## src/rtl/switch_debouncer_if.sv

```systemverilog
// Switch debouncer bus: raw switch levels in, clean levels and edge pulses out.
interface switch_debouncer_if #(
    parameter int WIDTH = 6
);
    logic [WIDTH-1:0] SW;
    logic [WIDTH-1:0] sw_stable;
    logic [WIDTH-1:0] sw_rise;
    logic [WIDTH-1:0] sw_fall;
    logic             any_change;

    // Debouncer side
    modport slave (
        input  SW,
        output sw_stable, sw_rise, sw_fall, any_change
    );

    // Switch source / display consumer side
    modport master (
        output SW,
        input  sw_stable, sw_rise, sw_fall, any_change
    );
endinterface

```

## src/rtl/switch_debouncer.sv

```systemverilog
// Slide-switch conditioner: per-bit 2-flop synchroniser, stable-count debounce,
// registered rise/fall pulses and a combined change pulse.

// One switch: synchroniser, restart-on-bounce counter, clean level and pulses.
module switch_debouncer_lane #(
    parameter int DEBOUNCE_CYCLES = 500000,
    parameter int CNT_W           = $clog2(DEBOUNCE_CYCLES + 1)
) (
    input  logic clock,
    input  logic reset,
    input  logic sw_raw,
    output logic stable,
    output logic rise,
    output logic fall,
    output logic accept
);
    localparam logic [CNT_W-1:0] CNT_MAX = CNT_W'(DEBOUNCE_CYCLES - 1);

    logic             sync1;
    logic             sync2;
    logic [CNT_W-1:0] cnt;

    // The new level has now been seen for DEBOUNCE_CYCLES edges in a row.
    assign accept = (sync2 != stable) && (cnt == CNT_MAX);

    // Two-flop synchroniser, nothing between the stages.
    always_ff @(posedge clock) begin
        if (reset) begin
            sync1 <= 1'b0;
            sync2 <= 1'b0;
        end else begin
            sync1 <= sw_raw;
            sync2 <= sync1;
        end
    end

    // Count while the synchronised level differs; any bounce restarts from zero.
    always_ff @(posedge clock) begin
        if (reset) begin
            cnt    <= '0;
            stable <= 1'b0;
            rise   <= 1'b0;
            fall   <= 1'b0;
        end else begin
            rise <= accept & sync2;
            fall <= accept & ~sync2;
            if (sync2 == stable) begin
                cnt <= '0;
            end else if (accept) begin
                stable <= sync2;
                cnt    <= '0;
            end else begin
                cnt <= cnt + CNT_W'(1);
            end
        end
    end
endmodule

module switch_debouncer #(
    parameter int WIDTH           = 6,
    parameter int DEBOUNCE_CYCLES = 500000
) (
    input  logic                clock,
    input  logic                reset,
    switch_debouncer_if.slave   bus
);
    localparam int CNT_W = $clog2(DEBOUNCE_CYCLES + 1);

    logic [WIDTH-1:0] accept;

    // Bits are fully independent, one lane each.
    for (genvar i = 0; i < WIDTH; i++) begin : g_lane
        switch_debouncer_lane #(
            .DEBOUNCE_CYCLES (DEBOUNCE_CYCLES),
            .CNT_W           (CNT_W)
        ) u_lane (
            .clock  (clock),
            .reset  (reset),
            .sw_raw (bus.SW[i]),
            .stable (bus.sw_stable[i]),
            .rise   (bus.sw_rise[i]),
            .fall   (bus.sw_fall[i]),
            .accept (accept[i])
        );
    end

    // Registered alongside the lane pulses so all pulses line up.
    always_ff @(posedge clock) begin
        if (reset) begin
            bus.any_change <= 1'b0;
        end else begin
            bus.any_change <= |accept;
        end
    end
endmodule

```

## src/flat_wrapper.sv

```systemverilog
// flat-port wrapper written by rule: the top's interface ports become plain ports
module switch_debouncer_flat 
#(
    parameter int WIDTH           = 6,
    parameter int DEBOUNCE_CYCLES = 500000
)
  (clock, reset, bus_SW, bus_sw_stable, bus_sw_rise, bus_sw_fall, bus_any_change);
  switch_debouncer_if #(.WIDTH(WIDTH)) bus_i ();
  input  logic clock;
  input  logic reset;
  input wire logic [$bits(bus_i.SW)-1:0] bus_SW;
  output wire logic [$bits(bus_i.sw_stable)-1:0] bus_sw_stable;
  output wire logic [$bits(bus_i.sw_rise)-1:0] bus_sw_rise;
  output wire logic [$bits(bus_i.sw_fall)-1:0] bus_sw_fall;
  output wire logic [$bits(bus_i.any_change)-1:0] bus_any_change;
  assign bus_i.SW = bus_SW;
  assign bus_sw_stable = bus_i.sw_stable;
  assign bus_sw_rise = bus_i.sw_rise;
  assign bus_sw_fall = bus_i.sw_fall;
  assign bus_any_change = bus_i.any_change;
  switch_debouncer #(.WIDTH(WIDTH), .DEBOUNCE_CYCLES(DEBOUNCE_CYCLES)) u_core (.clock(clock), .reset(reset), .bus(bus_i));
endmodule
```

## config.mk

```make
export PLATFORM = sky130hd
export DESIGN_NAME = switch_debouncer_flat
export DESIGN_NICKNAME = d
export VERILOG_FILES = /design/src/rtl/switch_debouncer_if.sv /design/src/rtl/switch_debouncer.sv /design/src/flat_wrapper.sv
export SDC_FILE = /design/constraint.sdc
export NUM_CORES = 1
export LEC_CHECK = 0
export CORE_AREA = 2 2 104 106
export DETAILED_ROUTE_END_ITERATION = 16
export DIE_AREA = 0 0 106 108
export PLACE_DENSITY = 0.84
export SLEW_MARGIN = 15
export SYNTH_ARGS = -nofsm -noshare
export SYNTH_HDL_FRONTEND = slang
export SYNTH_SLANG_ARGS = --single-unit
```

## constraint.sdc

```tcl
create_clock -name clock -period 5.02 [get_ports clock]
set_input_delay 1.506 -clock clock [delete_from_list [all_inputs] [get_ports clock]]
set_output_delay 1.506 -clock clock [all_outputs]
set_load 0.02 [all_outputs]
```

==> impl_metrics.csv <==
group,metric,value,unit
setup_path,critPathKind,"in -> reg",
die,core_area,10200,µm²
cts,cts_setup_buffers,0,
setup_path,critical-path-top-delay-family,"simple AND/OR/NAND/NOR gates",
hold_path,min_path_cells,1,
setup_path,worstSetupEndpointType,"register",
cells_and_area,multi_input_area,2870,µm²
setup_path,crit_chain,"clkdlybuf4s50_1 -> or3_1 -> nor2_1",
yosys,yosysTopAreaCell,"dfxtp_1",
sta,drv_slew,0,
cts,cts_root_buf,"clkbuf_8",
job,cap_viol_max_count,0,
power,switching_power,494,µW
hold_path,hold_start,"u_core.g_lane[1].u_lane.sync1$_SDFF_PP0_",
cts,h-tree-depth,4,
setup_path,path_depth,3,
setup_path,timing.rr.start,"u_core.g_lane[3].u_lane.cnt[0]$_SDFF_PP0_",
setup_path,cp_slowest_cell,"clkdlybuf4s50_1",
cts,cts.sinks,145,
placement,io_buffers,26,
sta,maxSlewHeadroom,0.292,
power,p_int,1.97,mW
die,io_pins,27,
cells_and_area,final-seq-area,2900,µm²
die,die_w,106,µm
placement,dpl_cell_area,6270,µm²
sta,fmax,321,MHz
setup_path,rr_worst_depth,5,
sta,setup_viol,0,
route,first_pass_iters,5,
setup_path,rr_endpoint,"u_core.g_lane[3].u_lane.cnt[2]$_SDFF_PP0_",
die,rows,37,
power,power_density,358,nW/µm²
power,clkPwrFrac,0.517,
placement,gp_congestion,0.797,
yosys,yosysWarnings,0,
yosys,synth_ff_type,"dfxtp_1",
die,start_util,0.592,
sta,hold_violations,0,
hold_path,min_to,"u_core.g_lane[1].u_lane.sync2$_SDFF_PP0_",
cts,cts_tree,"built",
placement,hpwlAfterDp,7.68,mm
setup_path,worstPathArrival,3.56,ns
yosys,syn_inst,661,
cells_and_area,area_growth,13.6,%
power,peakVddDrop,0.000248,V
power,combPwrFrac,0.011,
cts,cts-resized-gates,0,
global_routing,antenna_found_initial,0,
outcome,status,"finished, final reports clean",
route,drt_drc_violations_left,0,
setup_path,max_stage_delay,0.96,ns
yosys,synth_fp_nets,675,
route,drtIter0Drc,177,
cells_and_area,final_area,6880,µm²
cells_and_area,n_fill_cell,778,
cells_and_area,drive_above_1_share,0.0566,
sta,period_needed,3.11,ns
yosys,syn-cell-area,6050,µm²
hold_path,hold_class,"reg -> reg",
sta,fin_tns_setup,0,ns
cts,ctsHoldBuffers,0,
sta,rsz0062_at_grt,"no",
cts,cts_buffer_depth,2,
global_routing,grt_max_degree,30,
global_routing,overflow,0,
cts,cts.clk_slew.worst_paths,0.06,ns
yosys,ys_ff_latch,145,
setup_path,cp-start-kind,"primary input",
setup_path,path_max_fanout,29,
placement,placed_cells,793,
yosys,yosys-top-cells-area,"dfxtp_1 (48%), nor2_1 (8.9%), xnor2_1 (8.4%), xor2_1 (7.2%), nand3_1 (3.2%)",
setup_path,crit_required,5.46,ns
yosys,synthArstFlopShare,0,
power,p_seq_frac,0.472,
cells_and_area,final_cell_count_no_fill,825,
route,wl_per_cell,13.9,µm
setup_path,reg2reg_slack,2.83,ns
route,vias,4482,
sta,period_share,0.620,
cts,numCtsBuffers,17,
die,die_area,11400,µm²
power,p_leak,2.24,nW
yosys,ys_seq_area_frac,0.480,
yosys,postSynthAreaPerCell,9.16,µm²
route,viasPerCell,5.43,
route,ant_nets,0,
sta,tightest_slew,1.06,ns
power,report.power.total,2.46,mW
cells_and_area,n_antenna_cell,0,
yosys,ys_types,35,
cells_and_area,nets,690,
global_routing,grt_pass1_vias,4463,
cells_and_area,post-route-util,0.672,
die,die_height,108,µm
yosys,yosys.area.top_type_share,0.480,
setup_path,critical_path_buf_inv_count,1,
global_routing,grt_pass1_wl,19.9,mm
cts,clock_latency,0.51,ns
global_routing,track_usage,0.215,
power,switching_share,0.201,
sta,fin_skew,0.00571,ns
route,routed_wl,11.5,mm
yosys,synth-edff-count,0,
==> placed cells by master (no fill, tap or decap), types with 9 or more instances in the layout <==
cell type	count
nor3_1	22
nand3_1	39
dfxtp_1	145
and3_1	15
inv_1	14
nor4b_1	10
nor4_1	9
nor2_1	143
nand4_1	27
clkdlybuf4s50_1	26
and4_1	17
xnor2_1	58
clkbuf_16	16
nor2b_1	12
nand2_1	36
xor2_1	50
==> worst max path at each step <==
stage / end / startpoint
floorplan: u_core.g_lane[3].u_lane.cnt[11]$_SDFF_PP0_ / reset
global placement: u_core.g_lane[3].u_lane.cnt[10]$_SDFF_PP0_ / reset
detailed placement: u_core.g_lane[3].u_lane.cnt[2]$_SDFF_PP0_ / reset
CTS: u_core.g_lane[0].u_lane.cnt[13]$_SDFF_PP0_ / reset
global route: u_core.g_lane[0].u_lane.cnt[17]$_SDFF_PP0_ / reset
finish: u_core.g_lane[3].u_lane.cnt[2]$_SDFF_PP0_ / reset
==> power groups by stage <==
stage | sequential (mW) | clock, mW | combinational, mW
global route | 1.16 | 1.34 | 0.0289
finish | 1.16 | 1.27 | 0.0261
floorplan | 1.19 | 0 | 0.0186
global placement | 1.19 | 0 | 0.0253
CTS | 1.16 | 1.29 | 0.0262
detailed placement | 1.19 | 0 | 0.0260
==> flip-flops by register name, summed over array words and instances, names as in the netlist <==
register and flops:
u_core.g_lane.u_lane.cnt 114, u_core.bus.any_change 1, u_core.g_lane.u_lane.rise 6, u_core.g_lane.u_lane.sync2 6, u_core.g_lane.u_lane.sync1 6, u_core.g_lane.u_lane.fall 6, u_core.g_lane.u_lane.stable 6
==> through the flow <==
stage	hold WS, ns	setup slack, ns
after floorplan	0.414	2.60
after global placement	0.418	1.49
after detailed placement	0.427	1.38
after CTS	0.442	1.92
after global routing	0.452	1.73
final	0.436	1.91
==> cells in the mapped netlist, types with 7 or more instances <==
cell,number
inv_1,14
nor2_1,143
nor2b_1,12
xnor2_1,58
and3_1,15
nand4_1,27
nand3_1,39
and4_1,17
nand2_1,36
xor2_1,50
dfxtp_1,145
nor4_1,9
nor3_1,22
buf_4,19
nor4b_1,10
clkbuf_1,7
==> per-layer routing <==
metal,up-vias,wire (µm),GRT usage,share of wire
li1,2240,-,-,-
met3,24,342,0.0482,0.030
met4,0,246,0.0940,0.021
met5,-,0,0,0
met2,85,5930,0.388,0.52
met1,2133,4970,0.246,0.43
==> worst register-to-register path, delay by kind of cell, from the launching register on <==
kind / cells / cell delay, ns
simple gates: 4 / 1.46
flops: 1 / 0.38
fa+ha+maj: 1 / 0.22
==> kinds of logic (layout without fill, tap and decap cells) <==
logic type               after synthesis  count (layout)  share of synthesized area
flip-flops                           145             145                      0.480
AO/OA/AOI/OAI                          1               1                    0.00269
buffers and inverters                 45              73                     0.0457
XOR/XNOR                             108             108                      0.156
AND/OR/NAND/NOR                      350             350                      0.294
multiplexers                           6               6                    0.00992
adder cells (fa/ha/maj)                6               6                     0.0124
==> layout make-up <==
cell class	count	share of cell area
inverter	14	0.00764
sequential	145	0.422
tap	136	0.0247
clock buffer	21	0.0668
clock inverter	11	0.0222
timing repair buffer	27	0.0389
multi-input combinational	471	0.418
(Power assumes the default switching activity.)
